### src/rtl/lsu_pkg.sv
// Shared encodings and helpers for the data-memory load/store controller.
package lsu_pkg;

  localparam logic [1:0] SZ_B = 2'b00;
  localparam logic [1:0] SZ_H = 2'b01;
  localparam logic [1:0] SZ_W = 2'b10;

  typedef enum logic [1:0] {
    ST_IDLE  = 2'd0,
    ST_ISSUE = 2'd1,
    ST_WAIT  = 2'd2,
    ST_RESP  = 2'd3
  } lsu_state_e;

  // Reserved size is reported as misaligned so one check covers every error.
  function automatic logic misaligned(input logic [1:0] size, input logic [1:0] off);
    case (size)
      SZ_B:    return 1'b0;
      SZ_H:    return off[0];
      SZ_W:    return (off != 2'b00);
      default: return 1'b1;
    endcase
  endfunction

  function automatic logic [3:0] wmask_of(input logic [1:0] size, input logic [1:0] off);
    case (size)
      SZ_B:    return 4'b0001 << off;
      SZ_H:    return 4'b0011 << {off[1], 1'b0};
      SZ_W:    return 4'b1111;
      default: return 4'b0000;
    endcase
  endfunction

endpackage

### src/rtl/lsu_load_align.sv
// Picks the addressed byte/half out of a memory word and sign- or zero-extends it.
module lsu_load_align
  import lsu_pkg::*;
(
  input  logic [31:0] mem_rdata,
  input  logic [1:0]  size,
  input  logic [1:0]  offset,
  input  logic        is_unsigned,
  output logic [31:0] load_data
);

  logic [7:0]  byte_sel;
  logic [15:0] half_sel;

  always_comb begin
    byte_sel  = mem_rdata[7:0];
    half_sel  = offset[1] ? mem_rdata[31:16] : mem_rdata[15:0];
    load_data = mem_rdata;
    case (offset)
      2'd0:    byte_sel = mem_rdata[7:0];
      2'd1:    byte_sel = mem_rdata[15:8];
      2'd2:    byte_sel = mem_rdata[23:16];
      default: byte_sel = mem_rdata[31:24];
    endcase
    case (size)
      SZ_B:    load_data = {{24{~is_unsigned & byte_sel[7]}}, byte_sel};
      SZ_H:    load_data = {{16{~is_unsigned & half_sel[15]}}, half_sel};
      default: load_data = mem_rdata;
    endcase
  end

endmodule

### src/rtl/dmem_lsu.sv
// Load/store controller: one request at a time through IDLE -> ISSUE -> (WAIT) -> RESP,
// driving a 1-cycle-latency byte-masked word memory from registered outputs.
module dmem_lsu
  import lsu_pkg::*;
#(
  parameter int ADDR_W = 12,
  parameter int DATA_W = 32
) (
  input  logic              clk,
  input  logic              rst_n,
  input  logic              req_valid,
  output logic              req_ready,
  input  logic              req_we,
  input  logic [1:0]        req_size,
  input  logic              req_unsigned,
  input  logic [ADDR_W-1:0] req_addr,
  input  logic [DATA_W-1:0] req_wdata,
  output logic              rsp_valid,
  input  logic              rsp_ready,
  output logic [DATA_W-1:0] rsp_rdata,
  output logic              rsp_err,
  output logic [ADDR_W-3:0] mem_addr,
  output logic [DATA_W-1:0] mem_wdata,
  output logic [3:0]        mem_wmask,
  input  logic [DATA_W-1:0] mem_rdata
);

  lsu_state_e        state_q, state_d;
  logic [ADDR_W-3:0] mem_addr_q, mem_addr_d;
  logic [DATA_W-1:0] mem_wdata_q, mem_wdata_d;
  logic [3:0]        mem_wmask_q, mem_wmask_d;
  logic [1:0]        size_q, size_d;
  logic [1:0]        off_q, off_d;
  logic              uns_q, uns_d;
  logic              we_q, we_d;
  logic [DATA_W-1:0] rsp_rdata_q, rsp_rdata_d;
  logic              rsp_err_q, rsp_err_d;
  logic [DATA_W-1:0] load_data;
  logic [DATA_W-1:0] wdata_rep;

  lsu_load_align u_align (
    .mem_rdata   (mem_rdata),
    .size        (size_q),
    .offset      (off_q),
    .is_unsigned (uns_q),
    .load_data   (load_data)
  );

  always_comb begin
    case (req_size)
      SZ_B:    wdata_rep = {4{req_wdata[7:0]}};
      SZ_H:    wdata_rep = {2{req_wdata[15:0]}};
      default: wdata_rep = req_wdata;
    endcase
  end

  always_comb begin
    state_d     = state_q;
    mem_addr_d  = mem_addr_q;
    mem_wdata_d = mem_wdata_q;
    mem_wmask_d = mem_wmask_q;
    size_d      = size_q;
    off_d       = off_q;
    uns_d       = uns_q;
    we_d        = we_q;
    rsp_rdata_d = rsp_rdata_q;
    rsp_err_d   = rsp_err_q;
    case (state_q)
      ST_IDLE: begin
        if (req_valid) begin
          size_d      = req_size;
          off_d       = req_addr[1:0];
          uns_d       = req_unsigned;
          we_d        = req_we;
          rsp_rdata_d = '0;
          if (misaligned(req_size, req_addr[1:0])) begin
            rsp_err_d = 1'b1;
            state_d   = ST_RESP;
          end else begin
            rsp_err_d   = 1'b0;
            mem_addr_d  = req_addr[ADDR_W-1:2];
            mem_wdata_d = wdata_rep;
            mem_wmask_d = req_we ? wmask_of(req_size, req_addr[1:0]) : 4'b0000;
            state_d     = ST_ISSUE;
          end
        end
      end
      ST_ISSUE: begin
        // The memory samples the mask at this edge; dropping it guarantees a single write.
        mem_wmask_d = 4'b0000;
        state_d     = we_q ? ST_RESP : ST_WAIT;
      end
      ST_WAIT: begin
        rsp_rdata_d = load_data;
        state_d     = ST_RESP;
      end
      ST_RESP: begin
        if (rsp_ready) state_d = ST_IDLE;
      end
      default: state_d = ST_IDLE;
    endcase
  end

  always_ff @(posedge clk or negedge rst_n) begin
    if (!rst_n) begin
      state_q     <= ST_IDLE;
      mem_addr_q  <= '0;
      mem_wdata_q <= '0;
      mem_wmask_q <= 4'b0000;
      size_q      <= SZ_B;
      off_q       <= 2'b00;
      uns_q       <= 1'b0;
      we_q        <= 1'b0;
      rsp_rdata_q <= '0;
      rsp_err_q   <= 1'b0;
    end else begin
      state_q     <= state_d;
      mem_addr_q  <= mem_addr_d;
      mem_wdata_q <= mem_wdata_d;
      mem_wmask_q <= mem_wmask_d;
      size_q      <= size_d;
      off_q       <= off_d;
      uns_q       <= uns_d;
      we_q        <= we_d;
      rsp_rdata_q <= rsp_rdata_d;
      rsp_err_q   <= rsp_err_d;
    end
  end

  assign req_ready = (state_q == ST_IDLE);
  assign rsp_valid = (state_q == ST_RESP);
  assign rsp_rdata = rsp_rdata_q;
  assign rsp_err   = rsp_err_q;
  assign mem_addr  = mem_addr_q;
  assign mem_wdata = mem_wdata_q;
  assign mem_wmask = mem_wmask_q;

endmodule
### config.mk
export PLATFORM = sky130hd
export DESIGN_NAME = dmem_lsu
export DESIGN_NICKNAME = d
export VERILOG_FILES = /design/src/rtl/lsu_pkg.sv /design/src/rtl/lsu_load_align.sv /design/src/rtl/dmem_lsu.sv
export SDC_FILE = /design/constraint.sdc
export NUM_CORES = 1
export LEC_CHECK = 0
export ABC_AREA = 1
export CAP_MARGIN = 20
export CORE_ASPECT_RATIO = 2
export CORE_UTILIZATION = 45
export CTS_CLUSTER_DIAMETER = 30
export CTS_CLUSTER_SIZE = 30
export DETAILED_ROUTE_END_ITERATION = 16
export HOLD_SLACK_MARGIN = 0.03
export PLACE_DENSITY = 0.87
export SETUP_SLACK_MARGIN = 0.5
export SLEW_MARGIN = 20
export SYNTH_ARGS = -nofsm -noshare
export SYNTH_HDL_FRONTEND = slang
export SYNTH_SLANG_ARGS = --single-unit
export TNS_END_PERCENT = 5
### constraint.sdc
create_clock -name clk -period 1.9 [get_ports clk]
set_input_delay 0.19 -clock clk [delete_from_list [all_inputs] [get_ports clk]]
set_output_delay 0.19 -clock clk [all_outputs]
set_load 0.02 [all_outputs]
# --- Word level (Yosys, flattened, before mapping) ---
# Cells that the tools add are included.
totals:
  input_bits: 84
  output_inout_bits: 81
  mem_bits_ro: 0
  mem_count: 0
  word_cells: 59
  reg_bits: 87
  mem_bits_rw: 0
  latch_bits: 0
op_classes:
  muxes: 20
  bitwise: 4
  n_div: 0
  mul: 0
  eq_ne: 11
  order_cmp: 0
  add_sub_neg: 0
  shift: 2
  n_reduce_logical: 12
op_table:
  columns: ["cell", "n"]
  rows:
  - ["$pmux W32 S2", 3]
  - ["$mux W32", 1]
  - ["$pmux W8 S3", 1]
  - ["$mux W16", 1]
  - ["$mux W4", 3]
  - ["$pmux W4 S3", 1]
  - ["$eq A2 B1 Y1 const B", 4]
  - ["$eq A2 B2 Y1 const B", 4]
  - ["$logic_not A2 Y1", 4]
  - ["$pmux W2 S4", 1]
  - ["$pmux W4 S2", 1]
  - ["$mux W2", 3]
  - ["$reduce_and A2 Y1", 3]
  - ["$reduce_and A3 Y1", 2]
  - ["$reduce_bool A2 Y1", 3]
  - ["$mux W1", 4]
  - ["$ne A2 B2 Y1 const B", 2]
  - ["$shl A1 B2 Y4 const A", 1]
  - ["$shl A2 B2 Y4 const A", 1]
  - ["$pmux W1 S3", 1]
  - ["$and A1 B1 Y1", 2]
  - ["$ne A2 B1 Y1 const B", 1]
  - ["$not A1 Y1", 2]

# --- Longest topological paths before layout ---
# Gate-level depths: netlist (run 1).
logic_depth:
  depth_word: 7
  mapped_depth: 10
  ltp_nobuf: 8

# --- Cells and area by module ---
# A second synthesis (run 1) with hierarchy kept.
hier_totals:
  hier_cells: 646
  hier_area_um2: 4834.6
modules_own_cells:
  columns: ["module", "seq_area_each_um2", "n_inst", "area_each_um2", "cells_per_inst"]
  rows:
  - ["dmem_lsu", 2177.1, 1, 3956.3, 489]
  - ["lsu_load_align", 0.0, 1, 878.3, 157]

# --- Worst setup path after synthesis (run 1) ---
# OpenSTA, ideal clock, no wires.
synth_timing:
  kind: "register to register"
  start: "register state_q[0]"
  end: "register rsp_rdata_q[2] (netlist: rsp_rdata[2])"
  path_buffers: 2
  required_ps: 1773
  path_stages_with_launch: 10
  slack_ps: 201
  t_arrival_ps: 1572
  setup_ps: 127
  synth_period_minus_slack_ps: 1699
  cell_sequence: "dfrtp_1 > inv_1 > ha_1 > nand2_1 > buf_2 > o21ai_0 > inv_1 > buf_2 > nand2_1 > o21ai_0"
synth_via:
  elab_chain_len: 3
  elab_cells_between_ends: 6
  cone_classes: "eq/ne (2); mux (1); reduce/logical (3)"
synth_rtl:
  columns: ["item", "line", "text"]
  rows:
  - ["start, declared", "dmem_lsu.sv:28", "lsu_state_e state_q, state_d;"]
  - ["start signal, assigned", "dmem_lsu.sv:117", "state_q <= state_d;"]
  - ["$logic_not A2 Y1 (*)", null, null]
  - ["via req_ready", "dmem_lsu.sv:12", "output logic req_ready,"]
  - ["$ne A2 B2 Y1 (no source line) / $reduce_bool A2 Y1 (equally long branches)", null, null]
  - ["$reduce_and A2 Y1 (no source line)", null, null]
  - ["end signal, assigned", "dmem_lsu.sv:125", "rsp_rdata_q <= rsp_rdata_d;"]
  - ["end, declared", "dmem_lsu.sv:36", "logic [DATA_W-1:0] rsp_rdata_q, rsp_rdata_d;"]
# Mark *: on every way through the listed nets, which the timed path passes. The rest lies on a longest branch.
# A chain may end at the register's enable or synchronous reset.

# --- Final worst setup path (run 1) ---
layout_timing:
  start: "register state_q[1]"
  end: "register mem_wdata_q[15] (netlist: mem_wdata[15])"
layout_via:
  elab_chain_len: 2
layout_rtl:
  columns: ["item", "line", "text"]
  rows:
  - ["$logic_not A2 Y1", "dmem_lsu.sv:68", "case (state_q)"]
  - ["$reduce_and A3 Y1 (no source line)", null, null]
  - ["end signal, assigned", "dmem_lsu.sv:119", "mem_wdata_q <= mem_wdata_d;"]
  - ["end, declared", "dmem_lsu.sv:30", "logic [DATA_W-1:0] mem_wdata_q, mem_wdata_d;"]
# Every way passes these cells.

==> results of run 1 <==
-- cell usage in the layout, fill, tap and decap left out, types with 8 or more instances in the layout --
| master | instances |
|---|---|
| a21oi_1 | 32 |
| dfrtp_1 | 85 |
| o21ai_0 | 50 |
| nand3_1 | 30 |
| clkdlybuf4s50_1 | 159 |
| inv_1 | 35 |
| o21a_1 | 9 |
| nand2_2 | 8 |
| nand2_1 | 224 |
| clkbuf_16 | 9 |
| buf_12 | 9 |
| nor2_1 | 24 |
| buf_4 | 22 |
-- worst reg2reg max path, stage by stage (launching register included) --
cell and delay (ns):
dfrtp_1 0.40, inv_2 0.10, ha_4 0.17, nand2_4 0.06
inv_4 0.07, nand3_4 0.13, buf_4 0.21, inv_4 0.10
nand3_1 0.08, o21a_1 0.14
-- layer usage --
metal  vias up  GRT usage (%)  wire length (um)
met2       311           55.6              8800
met1      2295           28.2              5210
met4         0           19.2               915
met5         -              0                 0
li1       2252              -                 -
met3        74           6.49              1260
-- repair_timing --
action | CTS | global route
resized for setup | 29 | 34
gates cloned | 5 | 0
endpoints found under the setup margin | 160 | 161
hold buffers | 1 | 0
setup buffers | 13 | 9
pin swaps | 3 | 6
endpoints found under the hold margin | 40 | 0
-- power groups by stage --
stage	clock network, mW	registers (mW)	logic [mW]
6_report	1.87	3.30	6.45
5_1_grt	1.97	3.39	6.94
4_1_cts	1.88	3.27	6.03
3_5_place_dp	0	3.29	5.69
3_3_place_gp	0	3.26	5.55
2_1_floorplan	0	4.08	2.49
-- cell families (layout without fill, tap and decap cells) --
family / after synthesis / count (layout)
buffers and inverters: 70 / 264
and+or+nand+nor: 319 / 320
AOI/OAI and AO/OA: 104 / 104
adders and majority gates: 4 / 4
DFF: 87 / 87
-- flip-flops by register name, summed over array words and instances (netlist names) --
name	flops
rsp_rdata	32
size_q	2
rsp_err	1
off_q	2
uns_q	1
state_q	2
mem_addr	10
we_q	1
mem_wmask	4
mem_wdata	32
-- stage by stage --
stage	utilization (%)	area, sq um	setup slack (ns)	TNS [ns]
floorplan	-	4500	0.458	0
global placement	64.5	6250	0.0559	0
detailed placement	64.5	6250	-0.00709	-0.00709
CTS	70.7	6860	0.347	0
global route	72.7	7050	0.263	0
finish	72.7	7050	0.316	0
-- area by class of cell --
type | instances | area, sq um
fill | 708 | 2650
sequential | 87 | 2180
timing repair buffer | 204 | 2120
multi-input combinational | 428 | 2080
clock buffer | 12 | 267
inverter | 42 | 175
tap | 132 | 165
clock inverter | 4 | 52.6
timing repair inverter | 2 | 15.0
-- how the worst max path moves through the flow --
stage | startpoint | end | cells past startpoint
2_1_floorplan | state_q[1] | rsp_rdata[2] | 9
3_3_place_gp | req_size[1] | mem_wdata[15] | 7
3_5_place_dp | req_size[1] | mem_wmask[2] | 7
4_1_cts | size_q[1] | rsp_rdata[21] | 7
5_1_grt | state_q[1] | mem_addr[6] | 11
6_report | state_q[1] | mem_wdata[15] | 9
==> results.md, run 1 <==
* Outcome: finished clean
* R2R Path End: mem_wdata[15]
* Detailed-route DRC error count at 0
* Slew margin rel. at 63.2%
* Worst slew pin tran at 0.552 ns
* Hold Crit Depth at 3
* Largest net degree at the start of global routing at 48
* First-pass GRT wire length at 23400 um
* DP HPWL at 10300 um
* Diode count at 0
* I/O pin total at 165
* FFs w/ async S/R, synth at 100%
* Main synth FF type: dfrtp_1
* Post-synth EDFFs at 0
* Yosys reg bits at 87
* Mapped Nets at ~670
* Synth Area in Adders at 1.12%
* Share of layout cells above drive strength 1 at 13.5%
* Syn-to-layout area delta at 58.4%
* Die Span Y at around 140 um
* ANT nets after route at 0
* Number of library cell types mapped by synthesis at 27
* Main combinational cell family by area after synthesis: simple AND/OR/NAND/NOR gates
* WP data arrival at between 1.5 and 2 ns
* Net Sw Power at 4.92 mW
* Nets at 862
* Final critical-path required period at about 1.6 ns
* Hold path start: req_size[1]
* Gr usage total at 29.8%
* RePlAce Congestion at 0.893
* Startpoint Class: flop
* Clk pin slew, worst setup/hold paths at roughly 0.07 ns
* PD cells at roughly 1600 nW/um^2
* Fin crit share at 83.4%
* Peak Freq at 0.631 GHz
* Top area cells in the synthesized netlist: dfrtp_1, nand2_1, o21ai_0
* Cell mode on critical path: inv_4
* CTS H-Tree Depth at 3
* Worst r2r src: state_q[1]
* Max stage delay on crit path at 0.40 ns
* Overall power at 11.6 mW
* Placed cell count at about 870
* R2R setup slack at 0.32 ns
* Max-cap violations at 0
* VDD IR max at 1.15 mV
* Gate power share at 55.5%
* Delay-heaviest family, CP: buffers and inverters
* Rows at 51
* CP bufs+invs at 4
* Via count at 4932
* Final WL at 16200 um
* Detailed router's first-iteration violation count at 309
* Seq pwr share at 28.4%
* Avg Vias per Cell at 5.41
* RSZ-0062 raised after global routing: yes
* Critical path required time at roughly 2.1 ns
* Crit. End Element: flop
* Hold Vio Cnt, Final at 0
* Cell Chain, Critical Path: inv_2 > ha_4 > nand2_4 > inv_4 > nand3_4 > buf_4 > inv_4 > nand3_1 > o21a_1
* Cell with the largest stage delay on the worst path: dfrtp_1
* Synth area leader: dfrtp_1
* TritonCTS clock tree: yes
* Crit Path Category: flop to flop
* Layout Skew at ~0.009 ns
* Core area at 9700 sq um
* Overall die width at 72.3 um
* Leak at 3.40 nW
* Average size of a mapped cell at approximately 7.6 sq um
* Non-filler cells, final at between 900 and 1000
* Initial antenna violation count at 0
* Commonest cells post-synth: nand2_1, dfrtp_1, o21ai_0, inv_1, nand3_1
* Hold Slack at about 0.35 ns
* Mapped Cells at between 500 and 600
* Later-pin clock latency in the skew report at about 0.34 ns
* FF-to-FF path depth at 9
* Most common cell in the synthesized netlist: nand2_1
* Initial Util at 45.9%
* Die Area at 10300 sq um
* WL/cell at roughly 18 um
* Post-Synth Simple-Gate Area at about 30%
* Synth Area in Compound Gates at 12.7%
* Clock Power Share at 16.1%
* Synth Cell Area at 4450 sq um
* Grt ovf at 0
* Min-Delay Endpoint: size_q[1]
* Vias in the first global route at 4998
* CTS root buffer: clkbuf_16
* Yosys top cell area share at 48.9%
* Cts bufs inserted at 9
* Port Buffer Count at 164
* HP Class: primary input to flop
* Int Power at 6.70 mW
* Clk sinks at 87
* Slew Limit Fails at 0
* CP Max Fanout at 6
* Endpoints failing setup at 0
* DR pass1 iterations at 5
* Register area share after synthesis at 48.9%
* Post-Synth XOR/XNOR Area at 0%
* CTS max path bufs at 2
* Mux cell area share after synthesis at 0%
* Synthesis warning total at 0
* Switching share of total power at 42.3%
Power figures use the tool's default switching activity.
==> run 2: changes to the inputs <==
clock period = 1.6 ns   (was 1.9 ns; I/O delays follow)
==> results.md, run 2 (synthesis results as in run 1) <==
* Non-filler cells, final at 909 (-0.22%)
* Most common cell after layout, fill and taps aside: nand2_1
* Hold Vio Cnt, Final at 0 (unchanged)
* RePlAce Congestion at 0.877 (-1.9%)
* Worst slew pin tran at 0.479 ns (-0.0725 ns)
* Syn-to-layout area delta at 56.3%
* Slew margin rel. at 68.1% (+4.8 points)
* WL/cell at 16.3 um (-8.1%)
* Max-cap violations at 0 (unchanged)
* PD cells at 1980 nW/um^2 (+20%)
* DR pass1 iterations at 6 (+1)
* Clk pin slew, worst setup/hold paths at 0.06 ns (about the same)
* Placed cell count at 879 (+1.4%)
* Endpoints failing setup at 0 (unchanged)
* Nets at 861 (-0.12%)
* Avg Vias per Cell at 5.24 (-3.2%)
* Grt ovf at 0 (unchanged)
* Startpoint Class: flop
* HP Class: primary input to flop
* Gate power share at 55.6% (about the same)
* Final critical-path required period at 1.52 ns (-0.0693 ns)
* Critical path required time at 1.82 ns (-0.30 ns)
* Int Power at 7.99 mW (+19%)
* Overall power at 13.8 mW (+18%)
* Overall die width at 72.3 um (unchanged)
* Fin util at 71.7% (-0.98 points)
* Filler instances at 735 (+3.8%)
* Rows at 51 (unchanged)
* Seq pwr share at 28.0% (-0.4 points)
* Leak at 3.44 nW (+1.1%)
* Peak Freq at 0.660 GHz (+4.6%)
* Core area at 9700 sq um (unchanged)
* Most frequent cells in the layout: nand2_1, clkdlybuf4s50_1, dfrtp_1
* CP Max Fanout at 16 (+10)
* Die Area at 10300 sq um (unchanged)
* Crit. End Element: flop
* CTS root buffer: clkbuf_16
* Detailed-route DRC error count at 0 (unchanged)
* I/O pin total at 165 (unchanged)
* Port Buffer Count at 164 (unchanged)
* WP data arrival at 1.74 ns (-0.07 ns)
* Later-pin clock latency in the skew report at 0.34 ns (about the same)
* Gr usage total at 30.1% (+0.28 points)
* Vias in the first global route at 5071 (+1.5%)
* Largest net degree at the start of global routing at 88 (+83%)
* Net Sw Power at 5.78 mW (+17%)
* Initial Util at 45.9% (unchanged)
* TritonCTS clock tree: yes
* Diode count at 0 (unchanged)
* VDD IR max at 1.18 mV (+2.6%)
* First-pass GRT wire length at 23700 um (+1.0%)
* Setup_tns at 0 ns (unchanged)
* Layout Skew at 0.00901 ns (+0.0000554 ns)
* Clk sinks at 87 (unchanged)
* Outcome: finished clean
* Slew Limit Fails at 0 (unchanged)
* Clock Power Share at 16.4% (+0.3 points)
* CTS H-Tree Depth at 3 (unchanged)
* RSZ-0062 raised after global routing: yes
* Detailed router's first-iteration violation count at 370 (+20%)
* Die Span Y at 143 um (unchanged)
* DP HPWL at 10300 um (about the same)
* CTS max path bufs at 2 (unchanged)
* Cts bufs inserted at 9 (unchanged)
* Initial antenna violation count at 0 (unchanged)
* Hold Slack at 0.357 ns (+0.00291 ns)
* Final WL at 14800 um (-8.3%)
* Share of layout cells above drive strength 1 at 11.5% (-2.0 points)
* ANT nets after route at 0 (unchanged)
* Switching share of total power at 42.0% (-0.37 points)
* Via count at 4764 (-3.4%)
* Crit Path Category: flop to flop
* Fin crit share at 94.7% (+11 points)
## run 2: layer usage
| layer | vias up | track usage (%) | routed length (um) | share of wire, % |
|---|---|---|---|---|
| met3 | 60 | 6.70 | 956 | 6.4 |
| met4 | 0 | 19.0 | 890 | 6.0 |
| met1 | 2227 | 28.9 | 4920 | 33 |
| li1 | 2247 | - | - | - |
| met2 | 230 | 55.8 | 8080 | 54 |
| met5 | - | 0 | 0 | 0 |
## run 2: cell type report
type / instances / area [sq um] / area share, %
inverters: 42 / 168 / 2.41
clock inverters: 3 / 67.6 / 0.972
well taps: 132 / 165 / 2.37
multi-input cells: 428 / 2030 / 29.2
repair buffers: 205 / 2090 / 30.1
clock buffers: 12 / 246 / 3.54
flip-flops and latches: 87 / 2180 / 31.3
## run 2: per-stage QoR
stage,worst slack [ns],cell area (sq um)
after global placement,-0.0933,6410
final,0.0849,6950
after global routing,0.0209,6950
after detailed placement,-0.222,6410
after floorplan,0.158,4500
after CTS,0.122,6940
## run 2: final timing paths
kind                                from       endpoint  slack (ns)  cells after the start
setup / recovery              state_q[0]  rsp_rdata[20]        0.08                      9
hold / removal               req_addr[5]    mem_addr[3]        0.36                      3
max in group asynchronous          rst_n       off_q[1]        0.81                      3
setup reg to reg              state_q[0]  rsp_rdata[20]        0.08                      9
min in group asynchronous          rst_n  mem_wdata[18]        0.39                      3
hold reg to reg            rsp_rdata[29]  rsp_rdata[29]        0.48                      2
## run 2: power groups by stage
| stage | combinational [mW] | sequential (mW) | clock (mW) |
|---|---|---|---|
| after detailed placement | 7.03 | 3.88 | 0 |
| after CTS | 7.59 | 3.84 | 2.28 |
| final | 7.65 | 3.86 | 2.26 |
| after global placement | 6.87 | 3.85 | 0 |
| after global routing | 8.28 | 3.96 | 2.37 |
| after floorplan | 2.96 | 4.85 | 0 |
## run 2: worst max-delay path, stage by stage, from the launching register on
cell     delay (ns)
dfrtp_1        0.40
inv_2          0.09
buf_4          0.14
ha_4           0.14
inv_1          0.07
o21ai_2        0.17
inv_4          0.10
buf_16         0.17
nand2_1        0.07
nand2_1        0.05
## run 2: timing repair
item | 4_1_cts | 5_1_grt
endpoints found under the hold margin | 87 | 0
resized for setup | 59 | 2
pin swaps | 4 | 2
cloned | 4 | 0
hold buffers | 1 | 0
setup buffers | 9 | 1
endpoints found under the setup margin | 168 | 168
==> run 3: changes to the inputs <==
HOLD_SLACK_MARGIN = 0.05   (was 0.03)
==> results of run 3 <==
The final DEF is identical to that of run 2; final timing and power are the same.
